===== src/rtl/pipe_pkg.sv =====
// Shared types and constants for the Y86-64 elastic pipeline stages.
package pipe_pkg;

  typedef enum logic [1:0] {
    EMPTY = 2'd0,
    FULL  = 2'd1,
    SKID  = 2'd2
  } pse_state_t;

  localparam logic [2:0] SAOK  = 3'd1;
  localparam logic [3:0] INOP  = 4'h1;
  localparam logic [3:0] RNONE = 4'hF;

  localparam int F2D_W = 211;

  typedef struct packed {
    logic [2:0]  stat;
    logic [63:0] pc;
    logic [3:0]  icode;
    logic [3:0]  ifun;
    logic [3:0]  ra;
    logic [3:0]  rb;
    logic [63:0] valc;
    logic [63:0] valp;
  } f2d_t;

  // A squashed fetch looks like a nop with no register traffic.
  localparam logic [F2D_W-1:0] F2D_BUBBLE =
    {SAOK, 64'd0, INOP, 4'd0, RNONE, RNONE, 64'd0, 64'd0};

  function automatic logic [F2D_W-1:0] f2d_pack(input f2d_t b);
    return b;
  endfunction

  function automatic f2d_t f2d_unpack(input logic [F2D_W-1:0] v);
    return f2d_t'(v);
  endfunction

endpackage


===== src/rtl/sat_counter.sv =====
// Event counter that sticks at all-ones instead of wrapping.
module sat_counter #(
  parameter int CNT_W = 32
) (
  input  logic             clk,
  input  logic             rst_n,
  input  logic             inc,
  output logic [CNT_W-1:0] count
);

  always_ff @(posedge clk or negedge rst_n) begin
    if (!rst_n) begin
      count <= '0;
    end else if (inc && (count != '1)) begin
      count <= count + CNT_W'(1);
    end
  end

endmodule


===== src/rtl/pipe_stage_elastic.sv =====
// Elastic pipeline register with a two-entry skid buffer, legacy stall/bubble
// controls and saturating hazard event counters.
module pipe_stage_elastic
  import pipe_pkg::*;
#(
  parameter int                DATA_W     = F2D_W,
  parameter logic [DATA_W-1:0] BUBBLE_VAL = F2D_BUBBLE,
  parameter int                CNT_W      = 32
) (
  input  logic              clk_i,
  input  logic              rst_n_i,
  input  logic              up_valid_i,
  output logic              up_ready_o,
  input  logic [DATA_W-1:0] up_data_i,
  output logic              dn_valid_o,
  input  logic              dn_ready_i,
  output logic [DATA_W-1:0] dn_data_o,
  input  logic              stall_i,
  input  logic              bubble_i,
  output logic [1:0]        occ_o,
  output logic [CNT_W-1:0]  stall_cnt_o,
  output logic [CNT_W-1:0]  bubble_cnt_o
);

  pse_state_t        state, state_nxt;
  logic [DATA_W-1:0] main_q, skid_q;
  logic              up_fire, dn_fire;
  logic              main_ld, main_from_skid, skid_ld;

  // Handshake outputs decode from the state register only.
  assign up_ready_o = (state != SKID);
  assign dn_valid_o = (state != EMPTY);
  assign occ_o      = 2'(state);
  assign dn_data_o  = dn_valid_o ? main_q : BUBBLE_VAL;

  assign up_fire = up_valid_i & up_ready_o;
  assign dn_fire = dn_valid_o & dn_ready_i & ~stall_i;

  always_ff @(posedge clk_i or negedge rst_n_i) begin
    if (!rst_n_i) state <= EMPTY;
    else          state <= state_nxt;
  end

  always_comb begin
    state_nxt      = state;
    main_ld        = 1'b0;
    main_from_skid = 1'b0;
    skid_ld        = 1'b0;
    if (bubble_i) begin
      state_nxt = EMPTY;
    end else begin
      unique case (state)
        EMPTY: if (up_fire) begin
          state_nxt = FULL;
          main_ld   = 1'b1;
        end
        FULL: begin
          if (dn_fire && up_fire) begin
            main_ld = 1'b1;
          end else if (dn_fire) begin
            state_nxt = EMPTY;
          end else if (up_fire) begin
            state_nxt = SKID;
            skid_ld   = 1'b1;
          end
        end
        SKID: if (dn_fire) begin
          state_nxt      = FULL;
          main_from_skid = 1'b1;
        end
        default: state_nxt = EMPTY;
      endcase
    end
  end

  always_ff @(posedge clk_i or negedge rst_n_i) begin
    if (!rst_n_i) begin
      main_q <= BUBBLE_VAL;
      skid_q <= '0;
    end else begin
      if (bubble_i)            main_q <= BUBBLE_VAL;
      else if (main_ld)        main_q <= up_data_i;
      else if (main_from_skid) main_q <= skid_q;
      if (skid_ld)             skid_q <= up_data_i;
    end
  end

  sat_counter #(.CNT_W(CNT_W)) u_stall_cnt (
    .clk   (clk_i),
    .rst_n (rst_n_i),
    .inc   (stall_i & ~bubble_i & dn_valid_o),
    .count (stall_cnt_o)
  );

  sat_counter #(.CNT_W(CNT_W)) u_bubble_cnt (
    .clk   (clk_i),
    .rst_n (rst_n_i),
    .inc   (bubble_i),
    .count (bubble_cnt_o)
  );

endmodule

===== config.mk =====
export PLATFORM = sky130hd
export DESIGN_NAME = pipe_stage_elastic
export DESIGN_NICKNAME = d
export VERILOG_FILES = /design/src/rtl/pipe_pkg.sv /design/src/rtl/sat_counter.sv /design/src/rtl/pipe_stage_elastic.sv
export SDC_FILE = /design/constraint.sdc
export NUM_CORES = 1
export LEC_CHECK = 0
export ABC_AREA = 1
export ABC_CLOCK_PERIOD_IN_PS = 3880
export CORE_ASPECT_RATIO = 1.1
export CORE_MARGIN = 1.5
export CORE_UTILIZATION = 40
export CTS_CLUSTER_DIAMETER = 200
export DETAILED_ROUTE_END_ITERATION = 10
export GPL_ROUTABILITY_DRIVEN = 0
export SLEW_MARGIN = 40
export SYNTH_ARGS = -nofsm -noshare
export SYNTH_HDL_FRONTEND = slang
export SYNTH_HIERARCHICAL = 1
export SYNTH_SLANG_ARGS = --single-unit

===== constraint.sdc =====
create_clock -name clk_i -period 3.88 [get_ports clk_i]
set_clock_uncertainty 0.1 [all_clocks]
set_input_delay 0.582 -clock clk_i [delete_from_list [all_inputs] [get_ports clk_i]]
set_output_delay 0.582 -clock clk_i [all_outputs]
set_load 0.01 [all_outputs]

==> results.txt <==
- In the final layout, the share of cells above drive strength 1 is 0.0503.
- Number of buffers added on ports: 495
- Routed met3 length: ~5000 um
- Critical path fanouts, max: 70
- The slowest stage of the critical path belongs to the cell sky130_fd_sc_hd__clkdlybuf4s50_1.
* Final hold violation count: 0
- The number of setup buffers added after CTS is 0.
- Maximum single-stage delay on the critical path: 0.61 ns
- The worst pin sits at a relative slew slack of 0.530.
* TritonCTS Buffers: 56
- DRC: 0
* Vias in the first global route: around 22,000
- Including well taps, the total number of placed cells is 4,801.
- The number of nets handed over by synthesis was 3,852.
- Counting cells, the worst reg-to-reg path comes to 13.
- Setup repair after global routing left no endpoint under its margin.
- Initial cell density of the core: 0.406
- Compared with the post-synthesis result, the final layout area differs by 30.5%.
- The worst setup path is captured at a primary output.
- #FFs+latches synth: 488
* Critical path start-end classification: reg2out
- Boundary Pins: 496
* Clock tree from TritonCTS: built
- Die width: between 200 and 250 um
- Total met2 wirelength after detailed routing: ~37,000 um
- Final hold analysis gives a worst-case slack of 0.368 ns.
- Worst slack, placed: 0.777 ns
- For this design the ratio of total power to cell area is 484 mW/mm^2.
- Together, buffers and inverters on the worst path number 4.
- Once detailed placement completed, the half-perimeter wirelength came to 53,200 um.
- All-Layer GR Usage: 0.246
- Across the VDD grid, the largest voltage drop is 0.315 mV.
- Data on the critical path arrives at its endpoint at 2.72 ns.
- Post-route cell area: 0.0332 mm^2
- The tool flagged a number of max-cap violations equal to 0.
- Run status: complete, no violations
- Final core utilization: 0.530
- In this run, post-CTS repair resized a total of 0 instances.
- The worst register-to-register path ends at u_stall_cnt/count[18].
- Reg-to-reg startpoint: occ_o[1]
- Ys Warns: 6
* Cell type group with the largest total delay on the critical path: buffers and inverters
- Pin count of the biggest net entering global routing: 150
- For the finished layout, the period the worst path requires is roughly 3.4 ns.
- Post-synthesis area per instance: about 7 um^2
- Count of distinct cell types in the synthesized netlist: 31
- DRT met1 WL: between 30,000 and 40,000 um
* Net count, final: 4,248
- STA classifies the critical path startpoint as a register.
- Power comes to between 15 and 20 mW.
- The total overflow left after global routing is 0.
- The critical path ends at dn_data_o[39].
- Dominant synthesized flop cell: sky130_fd_sc_hd__dfrtp_1
* Area of the core region: between 0.06 and 0.07 mm^2
* H-tree Lvls: 2
* Cell area after synthesis: 0.0254 mm^2
- Depth of the critical timing path with buffers and inverters included: 6
- Highest achievable clock rate: about 0.3 GHz
* Leakage Power: 16.5 nW
- The detail route stage leaves a number of antenna-violating nets equal to 0.
* Uppermost metal layer occupied by signal nets: met5
- In this run the clock root is driven by a sky130_fd_sc_hd__clkbuf_16.
- Startpoint of the worst setup timing path: occ_o[1]
- Hold WC Path Type: reg2reg
* Clock sink count: between 400 and 500
- Setup Total Neg Slack: 0 ns
- In this run the core area contains 96 standard-cell rows.
- Measured slew at the worst slew-check pin: ~0.7 ns
- Synthesized netlist cell count: 3,633
- The setup check on the worst reg-to-reg path leaves a slack of 1.43 ns.
- The routed layout has ~24,000 vias.
- Clock transition at the registers of the reported paths: 0.06 ns
- Number of vias per cell after detailed routing: 4.88
* Finished Layout Cells: 4,916
- Global-route wire length before repair: ~130,000 um
- Die area: 0.0651 mm^2
- The detailed router finished its first iteration with ~1,800 violations.
- The die is between 200 and 300 um tall.
- Counting flops with a built-in enable in the synthesized netlist gives 0.
- Data on the critical path is required at its endpoint by around 3.2 ns.
* Final count of negative-setup-slack endpoints: 0
- Post-place instance area: 0.0313 mm^2
* Final routed wire length divided by cell count: 16.6 um
* CP Cell Sequence: inv_1, nand2_1, inv_6, buf_16, nor2_1, clkdlybuf4s50_1
- Later-pin clock latency in the skew report: 0.60 ns
- Fraction of synthesis flops using an asynchronous set or reset pin: 1.00
- The first detailed-routing pass ran for 6 iterations.
* Number of buffers between clock root and the deepest sink: 3
- Worst setup margin: 0.479 ns
* Drt total wl: 81,500 um
- Portion of the clock cycle consumed by the worst path in the final layout: 0.877
- The final number of max-transition violations is 0.
- Of the synthesized area, sequential elements account for 0.480.
* Antenna violations before repair: 15
## logic make-up after synthesis
kind of cell / synth area share
buffers and inverters: 0.110
xor gates and xnor gates: 0.00551
adders and majority gates: 0.000983
and+or+nand+nor: 0.359
DFF: 0.480
AOI/OAI and AO/OA: 0.0445
## repair_timing
item,CTS,global route
hold buffers,1,0
endpoints found under the hold margin,74,0
endpoints found under the setup margin,0,0
## flip-flops by register name, indices dropped and copies added (netlist names)
register            cells
u_bubble_cnt/count     32
skid_q                211
main_q                211
u_stall_cnt/count      32
occ_o                   2
## cell usage after synthesis (5+ instances only)
master,count,area (um^2)
sky130_fd_sc_hd__buf_1,22,82.6
sky130_fd_sc_hd__buf_2,104,521
sky130_fd_sc_hd__clkbuf_1,82,308
sky130_fd_sc_hd__dfrtp_1,478,12000
sky130_fd_sc_hd__dfstp_2,10,263
sky130_fd_sc_hd__inv_1,477,1790
sky130_fd_sc_hd__nand2_1,1562,5860
sky130_fd_sc_hd__nand2_2,11,68.8
sky130_fd_sc_hd__nand3_1,54,270
sky130_fd_sc_hd__nand3b_1,16,120
sky130_fd_sc_hd__nand4_1,225,1410
sky130_fd_sc_hd__nor2_1,303,1140
sky130_fd_sc_hd__nor2_2,7,43.8
sky130_fd_sc_hd__nor2_4,9,101
sky130_fd_sc_hd__nor3_1,5,25.0
sky130_fd_sc_hd__o21ai_0,206,1030
sky130_fd_sc_hd__o21ai_1,11,55.1
sky130_fd_sc_hd__or2_2,10,62.6
sky130_fd_sc_hd__xnor2_1,14,123
## metal layers
layer / track usage / vias to the layer above
met5: 0 / -
met4: 0.0756 / 8
met3: 0.0419 / 113
met2: 0.382 / 722
met1: 0.349 / 11300
li1: - / 11900
## how the worst min path moves through the flow
stage	from	slack (ns)	depth (start not counted)	endpoint
floorplan	rst_n_i	0.19	0	main_q[0]
global placement	main_q[140]	0.35	2	main_q[140]
detailed placement	main_q[140]	0.36	2	main_q[140]
CTS	main_q[140]	0.37	2	main_q[140]
global route	main_q[140]	0.39	2	main_q[140]
finish	main_q[140]	0.37	2	main_q[140]
## worst reg2reg max path, stage by stage (launching register included)
cell and delay, ns:
sky130_fd_sc_hd__dfrtp_1 0.45, sky130_fd_sc_hd__inv_1 0.10, sky130_fd_sc_hd__nand2_1 0.21, sky130_fd_sc_hd__inv_6 0.15
sky130_fd_sc_hd__nor3_1 0.18, sky130_fd_sc_hd__buf_4 0.24, sky130_fd_sc_hd__inv_1 0.13, sky130_fd_sc_hd__nor2_1 0.21
sky130_fd_sc_hd__nand2_1 0.09, sky130_fd_sc_hd__nor2_1 0.12, sky130_fd_sc_hd__buf_4 0.16, sky130_fd_sc_hd__nand3_1 0.07
sky130_fd_sc_hd__nand2_1 0.09, sky130_fd_sc_hd__nand2_1 0.05
## final cells by class
class	instances	area [um^2]
Clock inverter	21	240
Fill cell	6292	29500
Clock buffer	80	1630
Timing Repair Buffer	553	5750
Sequential cell	488	12200
Inverter	483	1830
Multi-Input combinational cell	2447	10500
Antenna cell	11	27.5
Tap cell	833	1040
## report_power, final
| part | switching, mW | internal [mW] | total (mW) | leakage, nW |
|---|---|---|---|---|
| clock | 2.16 | 3.24 | 5.40 | 0.932 |
| combinational | 2.18 | 1.57 | 3.75 | 9.18 |
| sequential | 0.667 | 6.27 | 6.93 | 6.41 |
| total | 5.01 | 11.1 | 16.1 | 16.5 |
## cell usage in the layout, fill, tap and decap left out, drive strengths merged
cell | netlist | layout
diode | 0 | 11
bufinv | 0 | 5
dlygate4sd3 | 0 | 1
dfstp | 10 | 10
xor2 | 2 | 2
clkbuf | 82 | 80
nand2 | 1575 | 1575
nor2 | 319 | 319
xnor2 | 14 | 14
dfrtp | 478 | 478
buf | 133 | 58
a21oi | 4 | 4
nand3 | 54 | 54
nor3 | 5 | 5
ha | 2 | 2
clkinv | 3 | 18
o21bai | 2 | 2
clkdlybuf4s50 | 0 | 494
clkinvlp | 0 | 1
nand3b | 16 | 16
o21ai | 217 | 217
o211ai | 1 | 1
or2 | 10 | 10
inv | 480 | 480
nand4 | 226 | 226
No activity file was read; power rests on OpenSTA's default activity.
